`src/rtl/hub75_pkg.sv`:
```
// Shared definitions for the HUB75 binary-code-modulation scan engine:
// FSM state encoding, channel positions inside a pixel pair, and clog2.
package hub75_pkg;

    typedef enum logic [2:0] {
        ST_IDLE,
        ST_FETCH,
        ST_SHIFT,
        ST_LATCH,
        ST_DISPLAY
    } state_t;

    // Channel offsets inside a half-pixel ({R,G,B}, MSB first), in units of BPC bits.
    localparam int CH_R = 2;
    localparam int CH_G = 1;
    localparam int CH_B = 0;

    // Half-pixel offsets inside the pixel pair, in units of BPC bits.
    localparam int HALF_TOP_OFS = 3;
    localparam int HALF_BOT_OFS = 0;

    function automatic int clog2(input int value);
        int r;
        r = 0;
        for (int v = value - 1; v > 0; v = v >> 1) begin
            r = r + 1;
        end
        return r;
    endfunction

endpackage

```
`src/rtl/hub75_bcm_timer.sv`:
```
// Loadable down-counter that times the DISPLAY window of one bit-plane.
// With HUB75_BRIGHTNESS_EN defined the window is scaled by brightness/256.
module hub75_bcm_timer
    import hub75_pkg::*;
#(
    parameter int BPC    = 4,
    parameter int BASE_T = 8,
    parameter int PL_W   = 2
) (
    input  logic            clk,
    input  logic            resetn,
    input  logic            load,
    input  logic [PL_W-1:0] plane,
`ifdef HUB75_BRIGHTNESS_EN
    input  logic [7:0]      brightness,
`endif
    output logic            done,
    output logic            zero
);

    localparam int T_W = clog2((BASE_T << (BPC - 1)) + 1);

    logic [T_W-1:0] w_base;
    logic [T_W-1:0] w_dur;
    logic [T_W-1:0] r_count;
    logic           r_run;

    assign w_base = T_W'(BASE_T) << plane;

`ifdef HUB75_BRIGHTNESS_EN
    logic [T_W+7:0] w_prod;
    assign w_prod = (T_W+8)'(w_base) * (T_W+8)'(brightness);
    assign w_dur  = w_prod[T_W+7:8];
`else
    assign w_dur  = w_base;
`endif

    always_ff @(posedge clk or negedge resetn) begin
        if (!resetn) begin
            r_count <= '0;
            r_run   <= 1'b0;
        end else if (load) begin
            r_count <= w_dur - T_W'(1);
            r_run   <= (w_dur != '0);
        end else if (r_run) begin
            if (r_count == '0) begin
                r_run <= 1'b0;
            end else begin
                r_count <= r_count - T_W'(1);
            end
        end
    end

    // done marks the final cycle of the window, so the FSM can leave on that edge.
    assign done = r_run && (r_count == '0);
    assign zero = (w_dur == '0);

endmodule

```
`src/rtl/hub75_bcm_scan.sv`:
```
// HUB75 LED-matrix scan engine: fetches pixel pairs, shifts one bit-plane per
// pass and shows it for a binary-weighted time. Option macro: HUB75_BRIGHTNESS_EN.
module hub75_bcm_scan
    import hub75_pkg::*;
#(
    parameter int COLS   = 64,
    parameter int ADDR_W = 5,
    parameter int BPC    = 4,
    parameter int BASE_T = 8
) (
    input  logic                              clk,
    input  logic                              resetn,
    input  logic                              enable,
`ifdef HUB75_BRIGHTNESS_EN
    input  logic [7:0]                        brightness,
`endif
    output logic [ADDR_W+clog2(COLS)-1:0]     rd_addr,
    input  logic [6*BPC-1:0]                  rd_data,
    output logic [ADDR_W-1:0]                 A,
    output logic [2:0]                        RGB0,
    output logic [2:0]                        RGB1,
    output logic                              LATCH,
    output logic                              BLANK,
    output logic                              CLK_SCREEN,
    output logic                              frame_start
);

    localparam int COL_W = clog2(COLS);
    localparam int PL_W  = (BPC > 1) ? clog2(BPC) : 1;
    localparam int RA_W  = ADDR_W + COL_W;

    state_t              r_state, w_state_next;
    logic [ADDR_W-1:0]   r_row, w_row_next;
    logic [PL_W-1:0]     r_plane, w_plane_next;
    logic [COL_W-1:0]    r_col, w_col_next;
    logic                r_half, w_half_next;

    logic [RA_W-1:0]     r_rd_addr, w_rd_addr_next;
    logic [ADDR_W-1:0]   r_a, w_a_next;
    logic [2:0]          r_rgb0, w_rgb0_next;
    logic [2:0]          r_rgb1, w_rgb1_next;
    logic                r_latch, w_latch_next;
    logic                r_blank, w_blank_next;
    logic                r_clk_screen, w_clk_screen_next;
    logic                r_frame_start, w_frame_start_next;

    logic                w_last_plane;
    logic [ADDR_W-1:0]   w_row_adv;
    logic [PL_W-1:0]     w_plane_adv;
    logic [2:0]          w_top_bits;
    logic [2:0]          w_bot_bits;
    logic                w_exit;
    logic                w_timer_load;
    logic                w_timer_done;
    logic                w_timer_zero;

    assign w_last_plane = (r_plane == PL_W'(BPC - 1));
    assign w_row_adv    = w_last_plane ? r_row + ADDR_W'(1) : r_row;
    assign w_plane_adv  = w_last_plane ? '0 : r_plane + PL_W'(1);

    genvar gi;
    generate
        for (gi = 0; gi < 3; gi = gi + 1) begin : g_chan
            logic [BPC-1:0] w_top_ch;
            logic [BPC-1:0] w_bot_ch;
            assign w_top_ch       = rd_data[(HALF_TOP_OFS + gi)*BPC +: BPC];
            assign w_bot_ch       = rd_data[(HALF_BOT_OFS + gi)*BPC +: BPC];
            assign w_top_bits[gi] = w_top_ch[r_plane];
            assign w_bot_bits[gi] = w_bot_ch[r_plane];
        end
    endgenerate

    hub75_bcm_timer #(
        .BPC    (BPC),
        .BASE_T (BASE_T),
        .PL_W   (PL_W)
    ) u_timer (
        .clk        (clk),
        .resetn     (resetn),
        .load       (w_timer_load),
        .plane      (r_plane),
`ifdef HUB75_BRIGHTNESS_EN
        .brightness (brightness),
`endif
        .done       (w_timer_done),
        .zero       (w_timer_zero)
    );

    // Outputs are computed for the state being entered, then registered.
    // rd_addr leads the shifted column by one so that each column's data is
    // already sitting on rd_data when its RGB register loads; outside SHIFT it
    // points at column 0 of the row the next FETCH will use.
    always_comb begin
        w_state_next       = r_state;
        w_row_next         = r_row;
        w_plane_next       = r_plane;
        w_col_next         = r_col;
        w_half_next        = r_half;
        w_rd_addr_next     = r_rd_addr;
        w_a_next           = r_a;
        w_rgb0_next        = 3'b000;
        w_rgb1_next        = 3'b000;
        w_latch_next       = 1'b0;
        w_blank_next       = 1'b1;
        w_clk_screen_next  = 1'b0;
        w_frame_start_next = 1'b0;
        w_timer_load       = 1'b0;
        w_exit             = 1'b0;

        case (r_state)
            ST_IDLE: begin
                if (enable) begin
                    w_state_next       = ST_FETCH;
                    w_row_next         = '0;
                    w_plane_next       = '0;
                    w_rd_addr_next     = '0;
                    w_frame_start_next = 1'b1;
                end
            end
            ST_FETCH: begin
                w_state_next   = ST_SHIFT;
                w_col_next     = '0;
                w_half_next    = 1'b0;
                w_rgb0_next    = w_top_bits;
                w_rgb1_next    = w_bot_bits;
                w_rd_addr_next = {r_row, COL_W'(1)};
            end
            ST_SHIFT: begin
                if (!r_half) begin
                    w_half_next       = 1'b1;
                    w_clk_screen_next = 1'b1;
                    w_rgb0_next       = r_rgb0;
                    w_rgb1_next       = r_rgb1;
                end else if (r_col == COL_W'(COLS - 1)) begin
                    w_state_next   = ST_LATCH;
                    w_latch_next   = 1'b1;
                    w_a_next       = r_row;
                    w_rd_addr_next = {w_row_adv, {COL_W{1'b0}}};
                end else begin
                    w_half_next    = 1'b0;
                    w_col_next     = r_col + COL_W'(1);
                    w_rgb0_next    = w_top_bits;
                    w_rgb1_next    = w_bot_bits;
                    w_rd_addr_next = {r_row, r_col + COL_W'(2)};
                end
            end
            ST_LATCH: begin
                w_timer_load = 1'b1;
                if (w_timer_zero) begin
                    w_exit = 1'b1;
                end else begin
                    w_state_next = ST_DISPLAY;
                    w_blank_next = 1'b0;
                end
            end
            ST_DISPLAY: begin
                if (w_timer_done) begin
                    w_exit = 1'b1;
                end else begin
                    w_blank_next = 1'b0;
                end
            end
            default: begin
                w_state_next = ST_IDLE;
            end
        endcase

        if (w_exit) begin
            w_row_next   = w_row_adv;
            w_plane_next = w_plane_adv;
            if (enable) begin
                w_state_next       = ST_FETCH;
                w_rd_addr_next     = {w_row_adv, {COL_W{1'b0}}};
                w_frame_start_next = (w_row_adv == '0) && (w_plane_adv == '0);
            end else begin
                w_state_next   = ST_IDLE;
                w_rd_addr_next = '0;
            end
        end
    end

    always_ff @(posedge clk or negedge resetn) begin
        if (!resetn) begin
            r_state       <= ST_IDLE;
            r_row         <= '0;
            r_plane       <= '0;
            r_col         <= '0;
            r_half        <= 1'b0;
            r_rd_addr     <= '0;
            r_a           <= '0;
            r_rgb0        <= 3'b000;
            r_rgb1        <= 3'b000;
            r_latch       <= 1'b0;
            r_blank       <= 1'b1;
            r_clk_screen  <= 1'b0;
            r_frame_start <= 1'b0;
        end else begin
            r_state       <= w_state_next;
            r_row         <= w_row_next;
            r_plane       <= w_plane_next;
            r_col         <= w_col_next;
            r_half        <= w_half_next;
            r_rd_addr     <= w_rd_addr_next;
            r_a           <= w_a_next;
            r_rgb0        <= w_rgb0_next;
            r_rgb1        <= w_rgb1_next;
            r_latch       <= w_latch_next;
            r_blank       <= w_blank_next;
            r_clk_screen  <= w_clk_screen_next;
            r_frame_start <= w_frame_start_next;
        end
    end

    // The panel goes dark the moment reset asserts, without waiting for a clock.
    assign BLANK       = r_blank | ~resetn;
    assign rd_addr     = r_rd_addr;
    assign A           = r_a;
    assign RGB0        = r_rgb0;
    assign RGB1        = r_rgb1;
    assign LATCH       = r_latch;
    assign CLK_SCREEN  = r_clk_screen;
    assign frame_start = r_frame_start;

endmodule

```
`config.mk`:
```
export PLATFORM = sky130hd
export DESIGN_NAME = hub75_bcm_scan
export DESIGN_NICKNAME = d
export VERILOG_FILES = /design/src/rtl/hub75_pkg.sv /design/src/rtl/hub75_bcm_timer.sv /design/src/rtl/hub75_bcm_scan.sv
export SDC_FILE = /design/constraint.sdc
export NUM_CORES = 1
export LEC_CHECK = 0
export ABC_AREA = 1
export BUFFER_PORTS_ARGS = -buffer_cell sky130_fd_sc_hd__buf_2
export CORE_UTILIZATION = 45
export CTS_BUF_LIST = sky130_fd_sc_hd__clkbuf_4
export DETAILED_ROUTE_END_ITERATION = 8
export PLACE_DENSITY = 0.69
export SLEW_MARGIN = 15
export SYNTH_ARGS = -nofsm -noshare
export SYNTH_HDL_FRONTEND = slang
export SYNTH_SLANG_ARGS = --single-unit
```
`constraint.sdc`:
```
create_clock -name clk -period 1.5 [get_ports clk]
set_input_delay 0.15 -clock clk [delete_from_list [all_inputs] [get_ports clk]]
set_output_delay 0.15 -clock clk [all_outputs]
set_load 0.01 [all_outputs]
```
==> report_table.html <==
<table>
<tr><th>Metric</th><th>Value</th></tr>
<tr><th colspan="2">STA</th></tr>
<tr><td>Highest achievable clock rate</td><td>about 660 MHz</td></tr>
<tr><td>Max-slew violation count</td><td>0</td></tr>
<tr><td>Clock Skew</td><td>~0.018 ns</td></tr>
<tr><td>Unrepaired setup endpoints after global routing</td><td>true</td></tr>
<tr><td>Fin crit share</td><td>1.011</td></tr>
<tr><td>Min cycle time layout</td><td>1.516 ns</td></tr>
<tr><td>Slew headroom</td><td>0.8132</td></tr>
<tr><td>PnR worst setup slack</td><td>-0.01592 ns</td></tr>
<tr><td>Hold violation total from the final report</td><td>0</td></tr>
<tr><td>Final setup violation count</td><td>6</td></tr>
<tr><td>Worst Tran Pin Value</td><td>0.2803 ns</td></tr>
<tr><th colspan="2">Pwr</th></tr>
<tr><td>Power Density</td><td>1598 nW/um^2</td></tr>
<tr><td>Worst IR Drop VDD</td><td>1110 uV</td></tr>
<tr><td>Tot Pwr</td><td>between 6 and 7 mW</td></tr>
<tr><td>Reported leakage power</td><td>2.180 nW</td></tr>
<tr><th colspan="2">Clock tree</th></tr>
<tr><td>Clock transition at path regs</td><td>around 0.16 ns</td></tr>
<tr><td>H-Tree Level Count</td><td>2</td></tr>
<tr><td>TritonCTS clock tree</td><td>done</td></tr>
<tr><td>Inserted Clock Buffers</td><td>5</td></tr>
<tr><td>Later-pin clock latency in the skew report</td><td>between 0.3 and 0.4 ns</td></tr>
<tr><td>Buffer levels on the longest clock path</td><td>2</td></tr>
<tr><td>Clk sink count</td><td>51</td></tr>
<tr><td>Clock tree root buffer cell</td><td>clkbuf_4</td></tr>
<tr><th colspan="2">Die</th></tr>
<tr><td>Placeable core region</td><td>approximately 6300 um^2</td></tr>
<tr><td>Die X-Extent</td><td>approximately 83 um</td></tr>
<tr><td>Vertical die dimension</td><td>about 83 um</td></tr>
<tr><td>Standard-cell row count</td><td>29</td></tr>
<tr><td>Area of the die</td><td>about 6900 um^2</td></tr>
<tr><td>Starting density of the core</td><td>0.4658</td></tr>
<tr><td>Io pins</td><td>53</td></tr>
<tr><th colspan="2">Yosys</th></tr>
<tr><td>Simple-Gate Fraction of Synth Area</td><td>0.3008</td></tr>
<tr><td>Post-synthesis compound-gate area fraction</td><td>0.1354</td></tr>
<tr><td>Sequential fraction of the synthesis area</td><td>0.4319</td></tr>
<tr><td>Mean cell area of the mapped netlist</td><td>7.804 um^2</td></tr>
<tr><td>Unique masters post-synth</td><td>32</td></tr>
<tr><td>Cells taking the most area after synthesis</td><td>dfrtp_1, nand2_1, o21ai_0</td></tr>
<tr><td>Top cell type's share of synthesized area</td><td>0.4230</td></tr>
<tr><td>Main combinational cell family by area after synthesis</td><td>simple AND/OR/NAND/NOR gates</td></tr>
<tr><td>Largest area contributor in the netlist</td><td>dfrtp_1</td></tr>
<tr><td>Number of warnings issued by yosys</td><td>0</td></tr>
<tr><td>Synth Instances</td><td>roughly 380</td></tr>
<tr><td>Mux share of post-synthesis cell area</td><td>0</td></tr>
<tr><td>XOR/XNOR Fraction of Synth Area</td><td>0.01777</td></tr>
<tr><td>Syn Std Cell Area</td><td>just under 3000 um^2</td></tr>
<tr><td>Syn nets</td><td>about 420</td></tr>
<tr><td>Synthesized-area fraction occupied by adder cells</td><td>0.04230</td></tr>
<tr><td>Flop and latch count out of synthesis</td><td>between 50 and 60</td></tr>
<tr><th colspan="2">Worst setup path</th></tr>
<tr><td>Buf/Inv on CP</td><td>2</td></tr>
<tr><td>Most frequent cell on the critical path</td><td>nand2_1</td></tr>
<tr><td>Data required time at the worst endpoint</td><td>about 1.8 ns</td></tr>
<tr><td>Max incr delay on CP</td><td>0.49 ns</td></tr>
<tr><td>Category of cells accounting for the largest share of critical-path delay</td><td>simple AND/OR/NAND/NOR gates</td></tr>
<tr><td>Stages on worst setup path</td><td>9</td></tr>
<tr><td>Worst-path maximum fanout</td><td>7</td></tr>
<tr><td>Kind of critical path</td><td>reg2reg</td></tr>
<tr><td>Worst reg2reg path startpoint</td><td>r_state[2]</td></tr>
<tr><td>Endpoint of the lowest-slack register-to-register path</td><td>rd_addr[0]</td></tr>
<tr><td>Crit end category</td><td>flip-flop</td></tr>
<tr><td>CP cell instances</td><td>nor2_4 -&gt; inv_1 -&gt; nor2_2 -&gt; nand2_1 -&gt; nand4_1 -&gt; nand2_4 -&gt; buf_4 -&gt; nand2_1 -&gt; o21ai_0</td></tr>
<tr><td>Worst reg-to-reg path cell count</td><td>9</td></tr>
<tr><td>Startpoint kind of the worst setup timing path</td><td>flip-flop</td></tr>
<tr><td>Arrival time worst endpoint</td><td>roughly 1.8 ns</td></tr>
<tr><td>Reg2reg setup slack</td><td>-0.02 ns</td></tr>
<tr><td>Crit-path slowest cell</td><td>dfrtp_2</td></tr>
<tr><th colspan="2">Hold path</th></tr>
<tr><td>Destination of the worst hold path</td><td>frame_start</td></tr>
<tr><td>Hold Path Origin</td><td>enable</td></tr>
<tr><td>Number of cells traversed by the worst hold path</td><td>3</td></tr>
<tr><td>Path class of the lowest-slack min-delay path</td><td>in2reg</td></tr>
<tr><th colspan="2">Global routing</th></tr>
<tr><td>Via count of the first global-routing pass</td><td>2730</td></tr>
<tr><td>Global-route wire length before repair</td><td>12480 um</td></tr>
<tr><td>Grt total ovfl</td><td>0</td></tr>
<tr><td>Initial antenna violation count</td><td>0</td></tr>
<tr><td>Largest net degree at the start of global routing</td><td>52</td></tr>
<tr><td>GRT Overall Usage</td><td>0.2209</td></tr>
<tr><th colspan="2">Routing</th></tr>
<tr><td>Total Wirelength</td><td>roughly 7500 um</td></tr>
<tr><td>Via count normalized by instance count</td><td>~5.1</td></tr>
<tr><td>DR vias</td><td>2883</td></tr>
<tr><td>DRT iter0 DRCs</td><td>about 190</td></tr>
<tr><td>Number of nets with antenna violations after detailed routing</td><td>0</td></tr>
<tr><td>Count of unresolved DRC violations after routing</td><td>0</td></tr>
<tr><td>Detailed-router iteration count before antenna repair</td><td>4</td></tr>
<tr><td>Routed length per instance</td><td>13.25 um</td></tr>
<tr><th colspan="2">Place</th></tr>
<tr><td>Hpwl dp</td><td>~5400 um</td></tr>
<tr><td>Input/output buffers</td><td>between 50 and 60</td></tr>
<tr><td>Placer's final routability congestion estimate</td><td>between 0.9 and 1</td></tr>
<tr><th colspan="2">Outcome</th></tr>
<tr><td>Run status</td><td>complete, but fails checks</td></tr>
<tr><td>Violated checks</td><td>setup timing</td></tr>
<tr><th colspan="2">Finish</th></tr>
<tr><td>Share of final-layout standard cells stronger than drive strength 1</td><td>0.4187</td></tr>
<tr><td>N_diodes</td><td>0</td></tr>
<tr><td>Area growth from synthesis to layout</td><td>39.34%</td></tr>
<tr><td>Final-layout fill cell count</td><td>526</td></tr>
<tr><td>Fin nets</td><td>528</td></tr>
<tr><td>Layout Utilization</td><td>0.6491</td></tr>
<tr><th colspan="2">Run</th></tr>
<tr><td>Max cap viols</td><td>0</td></tr>
</table>
## state kept, by name, summed over array words and instances, names as in the netlist, 2 cells and up
name / count
A: 5
RGB0: 3
RGB1: 3
r_col: 6
r_plane: 2
r_row: 5
r_state: 3
rd_addr: 11
u_timer.r_count: 7
## cell type report
type	count	area, um^2	share of cell area
clock buffers	5	37.54	0.009107
well taps	77	96.34	0.02338
inverters	41	163.9	0.03977
flip-flops and latches	51	1284	0.3115
multi-input cells	279	1727	0.4189
clock inverters	3	15.01	0.003643
repair buffers	113	798.3	0.1937
## cells by family after synthesis
kind of cell	count (synthesis)
simple gates	197
compound gates	66
flops	51
buf+inv	49
fa+ha+maj	10
xor+xnor	6
## what timing repair did
item                                    in CTS  in global routing
gates cloned                                 0                  0
pin swaps                                    5                 18
endpoints found under the hold margin       50                  0
endpoints found under the setup margin      32                 42
hold buffers                                 1                  0
gates resized for setup                     20                 68
buffers inserted                             7                  9
## how the worst max path moves through the flow
stage          slack (ns)       start     endpoint
2_1_floorplan       0.002  r_plane[0]  rd_addr[10]
3_3_place_gp        -0.05    r_col[0]         A[2]
3_5_place_dp        -0.09  r_plane[0]   rd_addr[6]
4_1_cts            -0.004  r_plane[0]   rd_addr[2]
5_1_grt             -0.13  r_state[0]  rd_addr[10]
6_report            -0.02  r_state[2]   rd_addr[0]
## routing by layer
metal | part of all wire | global-route usage | vias to the layer above | wire (um)
li1 | - | - | 1450 | -
met1 | 0.46 | 0.2981 | 1347 | 3489
met2 | 0.48 | 0.3651 | 68 | 3636
met3 | 0.034 | 0.03479 | 18 | 258
met4 | 0.021 | 0.06897 | 0 | 156
met5 | 0 | 0 | - | 0
## Yosys cell counts (all sizes together)
cell    instances
a21oi           4
a31oi           1
and2            1
buf             7
clkbuf          1
dfrtp          50
dfstp           1
ha             10
inv            41
nand2         125
nand3          28
nand3b          1
nand4           4
nor2           37
o21ai          49
o22ai          11
o31ai           1
or2             1
xnor2           1
xor2            5
## cell usage in the layout (no fill, tap or decap), types with 5 or more instances in the layout
| cell type | n |
|---|---|
| xor2_1 | 5 |
| dfrtp_2 | 5 |
| inv_1 | 29 |
| o21ai_1 | 5 |
| dfrtp_1 | 45 |
| buf_2 | 53 |
| nand2_2 | 11 |
| nand3_1 | 22 |
| o21ai_0 | 25 |
| nor2_1 | 27 |
| nand2_1 | 102 |
| clkbuf_4 | 5 |
| inv_2 | 8 |
| o22ai_1 | 11 |
| nand2_4 | 12 |
| buf_6 | 6 |
| buf_4 | 48 |
| o21ai_2 | 18 |
## metrics by stage
stage / worst slack (ns) / cell area, um^2 / cells / setup TNS (ns) / hold WS, ns
detailed placement: -0.09493 / 3641 / 544 / -0.8940 / 0.1963
global route: -0.1309 / 4121 / 569 / -2.431 / 0.1074
floorplan: 0.001552 / 2967 / 379 / 0 / -0.1456
finish: -0.01592 / 4121 / 569 / -0.06735 / 0.1110
global placement: -0.04702 / 3641 / 544 / -0.4654 / 0.1942
CTS: -0.004226 / 3809 / 560 / -0.005839 / 0.09075
## where the power goes
part | total (mW) | internal, mW | switching, mW
Combinational | 4.00 | 1.79 | 2.21
Clock | 0.628 | 0.176 | 0.452
Sequential | 1.96 | 1.70 | 0.256
Total | 6.58 | 3.67 | 2.92
## tightest hold or removal path, delay by kind of cell
family / cells / cell delay [ns]
simple gates: 1 / 0.10
buf+inv: 1 / 0.17
compound gates: 1 / 0.05
No activity file was read; power rests on OpenSTA's default activity.
